[src/rtl/aio20_pkg.sv]
// Shared types and constants for the AIO20 conversion sequencer.
// Holds the sequencer state encoding and the read-frame layout.
package aio20_pkg;

    typedef enum logic [2:0] {
        IDLE     = 3'd0,
        CNVT     = 3'd1,
        WAIT_INT = 3'd2,
        SETUP    = 3'd3,
        SHIFT    = 3'd4,
        HOLD     = 3'd5,
        DONE     = 3'd6
    } aio20_state_e;

    localparam logic [3:0] AIO20_CMD_READ   = 4'b1000;
    localparam int         AIO20_FRAME_BITS = 24;
    localparam int         AIO20_DATA_BITS  = 16;

    // Read command frame: opcode, channel, then 16 dummy bits clocked during the response.
    function automatic logic [AIO20_FRAME_BITS-1:0] aio20_read_frame(input logic [3:0] ch);
        return {AIO20_CMD_READ, ch, 16'h0000};
    endfunction

endpackage

[src/rtl/aio20_spi_frame.sv]
// One 24-bit SPI mode-0 read frame: setup phase with NSS low, then 24 MSB-first bits.
// A start pulse launches the frame; done pulses in the cycle NSS returns high.
module aio20_spi_frame
    import aio20_pkg::*;
#(
    parameter int CLK_DIV = 4
) (
    input  logic                       clk,
    input  logic                       rst,
    input  logic                       start,
    input  logic [3:0]                 ch,
    input  logic                       miso,
    output logic                       sclk,
    output logic                       nss,
    output logic                       mosi,
    output logic                       in_shift,
    output logic                       done,
    output logic [AIO20_DATA_BITS-1:0] rx
);

    localparam int              DW       = $clog2(CLK_DIV) + 1;
    localparam logic [DW-1:0]   DIV_LAST = DW'(CLK_DIV - 1);
    localparam logic [4:0]      BIT_LAST = 5'(AIO20_FRAME_BITS - 1);

    logic                        active_r;
    logic                        setup_r;
    logic                        sclk_r;
    logic                        nss_r;
    logic                        mosi_r;
    logic [DW-1:0]               div_cnt_r;
    logic [4:0]                  bit_cnt_r;
    logic [AIO20_FRAME_BITS-1:0] tx_sr_r;
    logic [AIO20_DATA_BITS-1:0]  rx_sr_r;
    logic [AIO20_FRAME_BITS-1:0] frame_s;
    logic                        phase_end_s;

    // Frame image and end-of-phase decode.
    always_comb begin
        frame_s     = aio20_read_frame(ch);
        phase_end_s = (div_cnt_r == DIV_LAST);
        done        = active_r & ~setup_r & sclk_r & phase_end_s & (bit_cnt_r == BIT_LAST);
    end

    // SCLK divider, bit counter and shift registers; reset parks the bus idle at once.
    always_ff @(posedge clk or posedge rst) begin
        if (rst) begin
            active_r  <= 1'b0;
            setup_r   <= 1'b0;
            sclk_r    <= 1'b0;
            nss_r     <= 1'b1;
            mosi_r    <= 1'b0;
            div_cnt_r <= '0;
            bit_cnt_r <= 5'd0;
            tx_sr_r   <= '0;
            rx_sr_r   <= '0;
        end else if (!active_r) begin
            if (start) begin
                active_r  <= 1'b1;
                setup_r   <= 1'b1;
                nss_r     <= 1'b0;
                sclk_r    <= 1'b0;
                div_cnt_r <= '0;
                bit_cnt_r <= 5'd0;
                tx_sr_r   <= frame_s;
                mosi_r    <= frame_s[AIO20_FRAME_BITS-1];
            end
        end else if (!phase_end_s) begin
            div_cnt_r <= div_cnt_r + DW'(1);
        end else begin
            div_cnt_r <= '0;
            if (setup_r) begin
                setup_r <= 1'b0;
            end else if (!sclk_r) begin
                // Rising SCLK: the slave has had a full low phase to settle MISO.
                sclk_r  <= 1'b1;
                rx_sr_r <= {rx_sr_r[AIO20_DATA_BITS-2:0], miso};
            end else begin
                sclk_r <= 1'b0;
                if (bit_cnt_r == BIT_LAST) begin
                    active_r <= 1'b0;
                    nss_r    <= 1'b1;
                    mosi_r   <= 1'b0;
                end else begin
                    bit_cnt_r <= bit_cnt_r + 5'd1;
                    tx_sr_r   <= {tx_sr_r[AIO20_FRAME_BITS-2:0], 1'b0};
                    mosi_r    <= tx_sr_r[AIO20_FRAME_BITS-2];
                end
            end
        end
    end

    assign sclk     = sclk_r;
    assign nss      = nss_r;
    assign mosi     = mosi_r;
    assign in_shift = active_r & ~setup_r;
    assign rx       = rx_sr_r;

endmodule

[src/rtl/aio20_scan_ctrl.sv]
// Round-robin AIO20 conversion sequencer: CNVT strobe, wait for INT, SPI read, publish sample.
// Owns the FSM, CNVT timer, INT synchronizer, INT timeout and channel counter.
module aio20_scan_ctrl
    import aio20_pkg::*;
#(
    parameter int CLK_DIV     = 4,
    parameter int CNVT_WIDTH  = 8,
    parameter int INT_TIMEOUT = 1023,
    parameter int N_CH        = 8
) (
    input  logic        AIO20_CLK,
    input  logic        AIO20_RST,
    input  logic        AIO20_EN,
    output logic        AIO20_SPI_CLK_OUT,
    output logic        AIO20_SPI_MOSI_OUT,
    input  logic        AIO20_SPI_MISO_IN,
    output logic        AIO20_SPI_NSS_OUT,
    input  logic        AIO20_SPI_INT_IN,
    output logic        AIO20_CNVT_OUT,
    output logic [15:0] AIO20_DATA,
    output logic [3:0]  AIO20_DATA_CH,
    output logic        AIO20_DATA_VALID,
    output logic        AIO20_TIMEOUT_ERR,
    output logic        AIO20_BUSY
);

    localparam int            CW        = $clog2(CNVT_WIDTH) + 1;
    localparam int            TW        = $clog2(INT_TIMEOUT) + 1;
    localparam int            HW        = $clog2(CLK_DIV) + 1;
    localparam logic [CW-1:0] CNVT_LAST = CW'(CNVT_WIDTH - 1);
    localparam logic [TW-1:0] TMO_LAST  = TW'(INT_TIMEOUT);
    localparam logic [HW-1:0] HOLD_LAST = HW'(CLK_DIV - 1);
    localparam logic [3:0]    CH_LAST   = 4'(N_CH - 1);

    aio20_state_e                state_r;
    aio20_state_e                state_nxt_s;
    logic [CW-1:0]               cnvt_cnt_r;
    logic [TW-1:0]               tmo_cnt_r;
    logic [HW-1:0]               hold_cnt_r;
    logic                        int_meta_r;
    logic                        int_sync_r;
    logic [3:0]                  ch_r;
    logic [3:0]                  ch_nxt_s;
    logic                        frame_ok_r;
    logic [15:0]                 data_r;
    logic [3:0]                  data_ch_r;
    logic                        valid_r;
    logic                        tmo_err_r;
    logic                        busy_r;
    logic                        cnvt_r;
    logic                        start_s;
    logic                        tmo_hit_s;
    logic                        done_s;
    logic                        in_shift_s;
    logic [AIO20_DATA_BITS-1:0]  rx_s;

    aio20_spi_frame #(
        .CLK_DIV (CLK_DIV)
    ) u_spi_frame (
        .clk      (AIO20_CLK),
        .rst      (AIO20_RST),
        .start    (start_s),
        .ch       (ch_r),
        .miso     (AIO20_SPI_MISO_IN),
        .sclk     (AIO20_SPI_CLK_OUT),
        .nss      (AIO20_SPI_NSS_OUT),
        .mosi     (AIO20_SPI_MOSI_OUT),
        .in_shift (in_shift_s),
        .done     (done_s),
        .rx       (rx_s)
    );

    // Next-state decode; a synchronized INT is checked before the timeout so INT wins a tie.
    always_comb begin
        state_nxt_s = state_r;
        start_s     = 1'b0;
        tmo_hit_s   = 1'b0;
        ch_nxt_s    = (ch_r == CH_LAST) ? 4'd0 : ch_r + 4'd1;
        case (state_r)
            IDLE: begin
                if (AIO20_EN) state_nxt_s = CNVT;
                else          state_nxt_s = IDLE;
            end
            CNVT: begin
                if (cnvt_cnt_r == CNVT_LAST) state_nxt_s = WAIT_INT;
                else                         state_nxt_s = CNVT;
            end
            WAIT_INT: begin
                if (!int_sync_r) begin
                    state_nxt_s = SETUP;
                    start_s     = 1'b1;
                end else if (tmo_cnt_r == TMO_LAST) begin
                    state_nxt_s = HOLD;
                    tmo_hit_s   = 1'b1;
                end else begin
                    state_nxt_s = WAIT_INT;
                end
            end
            SETUP: begin
                if (in_shift_s) state_nxt_s = SHIFT;
                else            state_nxt_s = SETUP;
            end
            SHIFT: begin
                if (done_s) state_nxt_s = HOLD;
                else        state_nxt_s = SHIFT;
            end
            HOLD: begin
                if (hold_cnt_r == HOLD_LAST) state_nxt_s = DONE;
                else                         state_nxt_s = HOLD;
            end
            DONE: begin
                if (AIO20_EN) state_nxt_s = CNVT;
                else          state_nxt_s = IDLE;
            end
            default: state_nxt_s = IDLE;
        endcase
    end

    // State, timers, INT synchronizer, channel counter and registered host outputs.
    always_ff @(posedge AIO20_CLK or posedge AIO20_RST) begin
        if (AIO20_RST) begin
            state_r    <= IDLE;
            cnvt_cnt_r <= '0;
            tmo_cnt_r  <= '0;
            hold_cnt_r <= '0;
            int_meta_r <= 1'b1;
            int_sync_r <= 1'b1;
            ch_r       <= 4'd0;
            frame_ok_r <= 1'b0;
            data_r     <= 16'h0000;
            data_ch_r  <= 4'd0;
            valid_r    <= 1'b0;
            tmo_err_r  <= 1'b0;
            busy_r     <= 1'b0;
            cnvt_r     <= 1'b0;
        end else begin
            state_r    <= state_nxt_s;
            int_meta_r <= AIO20_SPI_INT_IN;
            int_sync_r <= int_meta_r;
            cnvt_r     <= (state_r == CNVT);
            busy_r     <= (state_nxt_s != IDLE);
            tmo_err_r  <= tmo_hit_s;
            valid_r    <= (state_r == DONE) && frame_ok_r;

            if (state_r == CNVT) cnvt_cnt_r <= cnvt_cnt_r + CW'(1);
            else                 cnvt_cnt_r <= '0;

            // Timeout counter saturates so a stalled module can never alias back to zero.
            if (state_r == CNVT)                                  tmo_cnt_r <= '0;
            else if (state_r == WAIT_INT && tmo_cnt_r != TMO_LAST) tmo_cnt_r <= tmo_cnt_r + TW'(1);

            if (state_r == HOLD) hold_cnt_r <= hold_cnt_r + HW'(1);
            else                 hold_cnt_r <= '0;

            if (state_r == SHIFT && done_s) frame_ok_r <= 1'b1;
            else if (state_r == DONE)       frame_ok_r <= 1'b0;

            if (tmo_hit_s) begin
                ch_r <= ch_nxt_s;
            end else if (state_r == DONE && frame_ok_r) begin
                data_r    <= rx_s;
                data_ch_r <= ch_r;
                ch_r      <= ch_nxt_s;
            end
        end
    end

    assign AIO20_CNVT_OUT    = cnvt_r;
    assign AIO20_DATA        = data_r;
    assign AIO20_DATA_CH     = data_ch_r;
    assign AIO20_DATA_VALID  = valid_r;
    assign AIO20_TIMEOUT_ERR = tmo_err_r;
    assign AIO20_BUSY        = busy_r;

endmodule

[config.mk]
export PLATFORM = sky130hd
export DESIGN_NAME = aio20_scan_ctrl
export DESIGN_NICKNAME = d
export VERILOG_FILES = /design/src/rtl/aio20_pkg.sv /design/src/rtl/aio20_spi_frame.sv /design/src/rtl/aio20_scan_ctrl.sv
export SDC_FILE = /design/constraint.sdc
export NUM_CORES = 1
export LEC_CHECK = 0
export CAP_MARGIN = 5
export CELL_PAD_IN_SITES_DETAIL_PLACEMENT = 2
export CELL_PAD_IN_SITES_GLOBAL_PLACEMENT = 2
export CORE_MARGIN = 1.5
export CORE_UTILIZATION = 41
export CTS_CLUSTER_DIAMETER = 120
export DETAILED_ROUTE_END_ITERATION = 10
export PLACE_DENSITY = 0.89
export SYNTH_ARGS = -nofsm -noshare
export SYNTH_HDL_FRONTEND = slang
export SYNTH_HIERARCHICAL = 1
export SYNTH_SLANG_ARGS = --single-unit
[constraint.sdc]
create_clock -name AIO20_CLK -period 5.84 [get_ports AIO20_CLK]
set_input_delay 0.584 -clock AIO20_CLK [delete_from_list [all_inputs] [get_ports AIO20_CLK]]
set_output_delay 0.584 -clock AIO20_CLK [all_outputs]
set_load 0.005 [all_outputs]
[Yosys cells after proc, flatten, opt, wreduce, memory -nomap -nowiden]
Cells that the tools add are included.
Cells by class
  add/subtract/negate cells: 6
  equality and inequality tests: 18
  muxes and demuxes: 61
  bitwise operators: 7
  reduce and logical (&&, ||, !) cells: 17
Operators with widths (number)
  $mux 23: 6
  $mux 1: 33
  $mux 5: 6
  $mux 11: 2
  $mux 3: 7
  $pmux 3 s6: 1
  $mux 4: 4
  $eq 3x2->1 const B: 4
  $add 11x1->11 const B: 1
  $eq 11x10->1 const B: 1
  $ne 11x10->1 const B: 1
  $ne 2x2->1 const B: 5
  $reduce_and 5->1: 2
  $eq 3x3->1 const B: 3
  $add 4x1->4 const B: 2
  $eq 4x3->1 const B: 2
  $reduce_and 4->1: 2
  $reduce_bool 2->1: 4
  $add 3x1->3 const B: 2
  $add 5x1->5 const B: 1
  $eq 5x5->1 const B: 1
  $and 1x1->1: 4
  $mux 2: 2
  $reduce_and 2->1: 2
  other kinds (7): 11
Word-level totals
  register bits after elaboration: 104
  bits of input ports: 5
  output and inout bits: 27
  word-level logic and storage cells: 132

[Longest topological paths before layout]
  depth after elaboration: 8
  gate-level depth with buffers: 7

[By module]
Netlist, hierarchy kept.
By module, submodules not included
  aio20_scan_ctrl: instances 1, cells each 228, area each 2272.2 um^2
  aio20_spi_frame: instances 1, cells each 144, area each 1759.2 um^2

[Least setup slack after synthesis]
OpenSTA, ideal clock, no wires.
  path kind: flip-flop to flip-flop
  start point: reg state_r[0]
  end point: reg u_spi_frame.tx_sr_r[16]
  data arrival time: 1.949 ns
  required time: 5.720 ns
  setup slack: 3.771 ns
  cell stages (with the launch flop): 7
  path buffers: 1
  clock period less this slack: 2.069 ns
  cell sequence: dfrtp_1 -> buf_6 -> or3b_4 -> nor2_1 -> nor2b_1 -> o211ai_2 -> a31o_2
On the way
  cells in the longest elaborated chain, start to end: 4
Ends and longest elaborated chain
  from (decl): line aio20_scan_ctrl.sv:35  | aio20_state_e state_r;
  from (signal assigned): line aio20_scan_ctrl.sv:137  | state_r <= state_nxt_s;
  $eq 3x2->1: line aio20_scan_ctrl.sv:79  | case (state_r)
  $mux 1: line aio20_scan_ctrl.sv:79
  net start_s: line aio20_scan_ctrl.sv:51  | logic start_s;
  $reduce_bool 2->1 (no line)
  $reduce_and 5->1 (no line)
  to (signal assigned): line aio20_spi_frame.sv:64  | tx_sr_r <= frame_s;
  to (signal assigned): line aio20_spi_frame.sv:85  | tx_sr_r <= {tx_sr_r[AIO20_FRAME_BITS-2:0], 1'b0};
  to (decl): line aio20_spi_frame.sv:32  | logic [AIO20_FRAME_BITS-1:0] tx_sr_r;
The timed path passes the listed nets, and every way through them passes these cells.
A chain may end at the register's enable or synchronous reset.

[Final worst setup path]
  start point: reg state_r[1]
  end point: reg ch_r[3]
On the way
  cells in the longest elaborated chain, start to end: 3
  elaborated cells on any way between the ends: 6
  those cells by class: 2 x eq/ne; 2 x mux; 2 x reduce/logical
Ends and longest elaborated chain
  $eq 3x2->1 / $eq 3x3->1 (equally long branches): line aio20_scan_ctrl.sv:79, aio20_scan_ctrl.sv:160
  $mux 1 / $logic_and 1x1->1 (equally long branches): line aio20_scan_ctrl.sv:79, aio20_scan_ctrl.sv:160
  $mux 4 / $reduce_bool 2->1 (equally long branches)
  to (signal assigned): line aio20_scan_ctrl.sv:159  | ch_r <= ch_nxt_s;
  to (signal assigned): line aio20_scan_ctrl.sv:163  | ch_r <= ch_nxt_s;
  to (decl): line aio20_scan_ctrl.sv:42  | logic [3:0] ch_r;
Parallel ways exist; a longest one is shown, timed or not.

==> metrics.yaml <==
gp_routability_congestion: 0.852
timing.max_slew.rel_slack_pct: 26.2
grtUsageMet1_pct: 29.3
number_of_nets_in_the_synthesized_netlist: 384
timing.hold.worst.class: "register to register"
final_nets: 410
flow.area_growth_from_synthesis_pct: 13.7
design.portCount: 32
worstPathBufferInverterCount: 1
cts_made_buffers: 9
max_cap_check_violation_count: 0
fp.dieH_um: 102
ys_top_cells_by_area: "sky130_fd_sc_hd__dfrtp_1 53%, sky130_fd_sc_hd__nand2_1 7.7%, sky130_fd_sc_hd__mux2_2 5.9%"
postSynthCellCount: 372
num_rows: 36
die-area_um2: 10400
hold_violations: 0
fp.coreArea_um2: 9640
cp_max_fo: 23
timing.final.setup_violations: 0
path_delay_family: "buffers and inverters"
synth.ff_latch_count: 88
most_frequent_cell_after_synthesis: "sky130_fd_sc_hd__dfrtp_1"
grt_setup_unrepaired: "false"
num_vias: 2938
antenna_found_initial: 0
cts_tree: "built"
clock_tree.htree_level_count: 3
clkSlewWorstSetupHoldPaths_ns: 0.09
antenna-diode-count: 0
pin_count_of_the_biggest_net_entering_global_routing: 53
worst_ep_arrival_time_ns: 3.30
detailedRoute.firstIterationViolations: 74
finalSetupTns_ns: 0
ys_seq_area_share_pct: 54.7
instances_no_fill: 535
start_util_pct: 41.8
track_usage_pct: 23.3
cts_resized: 0
yosys.area.top_type: "sky130_fd_sc_hd__dfrtp_1"
time_the_worst_path_needs_with_i_o_delays_and_setup_ns: 3.06
synth_enable_flop_cells: 0
synth-warning-count: 6
clock-sinks: 88
synth_commonest_cells: "85 x sky130_fd_sc_hd__dfrtp_1, 83 x sky130_fd_sc_hd__nand2_1, 21 x sky130_fd_sc_hd__mux2_2"
timing.clock.skew_ns: 0.0126
power_per_cell_area_nw_per_um2: 328
status: "complete, no violations"
drc_errors: 0
worst-setup-path-type: "register to register"
cts-hold-fix-buffers: 0
crit_required_ns: 6.08
clock.fmax_ghz: 0.326
synth_area_per_cell_um2: 10.8
numPortBuffers: 31
finalCritPeriodShare_pct: 52.4
detailed_place_hpwl_um: 7370
grt_busiest_layer: "met2"
place_inst: 520
yosys_most_used_dff: "sky130_fd_sc_hd__dfrtp_1"
grt_first_pass_wirelength_um: 18300
cp-start-kind: "register"
crit_slowest_cell: "sky130_fd_sc_hd__inv_1"
cts.path.max_buffers: 2
max_slew.worst_pin.slew_ns: 1.10
worst_ir_drop_vdd_v: 0.000150
first_pass_iters: 4
gr-usage-met3_pct: 4.38
via_count_of_the_first_global_routing_pass: 3312
p_leak_uw: 0.00210
cp_cell_sequence: "and2b_1 > nand3_1 > inv_1 > o2111ai_1 > mux2_1"
whs_ns: 0.361
synth-async-reset-ratio_pct: 100
report.final.slew_viol_count: 0
groute.layer.met2.usage_pct: 41.0
grt_overflow_total: 0
route.final.wire_length_um: 11300
synth.top_cell.area_share_pct: 52.8
timing.critical_path.to_type: "register"
cpPeakStageDelay_ns: 0.88
clockRootBuffer: "sky130_fd_sc_hd__clkbuf_8"
final_layout_size_suffix_gt1_share_pct: 12.4
antenna_violating_nets_post_route: 0
cts_setup_buffers: 0
clkLatencyLatePin_ns: 0.36
post_drt_wl_per_cell_um: 21.1
drt-vias-per-instance: 5.49
syn_area_um2: 4030
netlist-cell-type-count: 70
die_w_um: 102
## area by class of cell
| cell class | instances | area (um2) |
|---|---|---|
| fill | 1035 | 5060 |
| inverter | 17 | 63.8 |
| clock buffer | 11 | 131 |
| multi-input combinational | 250 | 1680 |
| sequential | 88 | 2210 |
| tap | 133 | 166 |
| clock inverter | 4 | 22.5 |
| timing repair buffer | 32 | 318 |
## cells in the final DEF (no fill, tap or decap), types with 7 or more instances in the layout
cell,instances
sky130_fd_sc_hd__clkbuf_8,9
sky130_fd_sc_hd__ha_1,7
sky130_fd_sc_hd__nand2b_1,7
sky130_fd_sc_hd__a21oi_1,7
sky130_fd_sc_hd__clkdlybuf4s50_1,31
sky130_fd_sc_hd__dfrtp_1,85
sky130_fd_sc_hd__nand3_1,8
sky130_fd_sc_hd__nand2_1,83
sky130_fd_sc_hd__nor2_1,15
sky130_fd_sc_hd__mux2_2,21
sky130_fd_sc_hd__inv_1,15
## path summary, 6_finish.rpt
path,startpoint,end,slack (ns),cells past startpoint
hold reg to reg,int_meta_r,int_sync_r,0.36,0
hold / removal,int_meta_r,int_sync_r,0.36,0
setup reg to reg,state_r[1],ch_r[3],2.78,5
setup / recovery,state_r[1],ch_r[3],2.78,5
min in group asynchronous,AIO20_RST,u_spi_frame/rx[8],0.70,3
max in group asynchronous,AIO20_RST,tmo_cnt_r[1],4.31,2
## per-layer routing
metal  share of wire [%]  up-vias
met3                 1.9       19
met2                  52       38
met5                   0        -
met4                 1.7        0
met1                  44     1525
li1                    -     1356
## where the power goes
group | switching, uW | leakage (uW) | internal [uW]
logic | 203 | 0.000856 | 150
clock network | 220 | 0.0000789 | 151
registers | 100 | 0.00117 | 680
## registers in the layout (all words and copies together) (netlist names), 3 cells and up
register and cells:
u_spi_frame/tx_sr_r 7, u_spi_frame/div_cnt_r 3, hold_cnt_r 3, cnvt_cnt_r 4, u_spi_frame/rx 16, ch_r 4
tmo_cnt_r 11, AIO20_DATA_CH 4, state_r 3, AIO20_DATA 16, u_spi_frame/bit_cnt_r 5
## per-stage QoR
step	cell area [um2]	power [uW]	worst slack, ns	utilization (%)
after floorplan	4030	1030	3.77	-
after global placement	4430	1100	3.05	46.0
after detailed placement	4430	1130	2.87	46.0
after CTS	4580	1520	2.80	47.5
after global routing	4580	1590	2.52	47.5
final	4580	1500	2.78	47.5
## kinds of logic after synthesis
| kind of cell | share of synthesized area, % |
|---|---|
| buffers and inverters | 3.72 |
| AND/OR/NAND/NOR | 20.4 |
| XOR/XNOR | 1.09 |
| multiplexers | 7.73 |
| AO/OA/AOI/OAI | 10.2 |
| flip-flops | 54.7 |
| adder cells (fa/ha/maj) | 2.17 |
(Power assumes the default switching activity.)
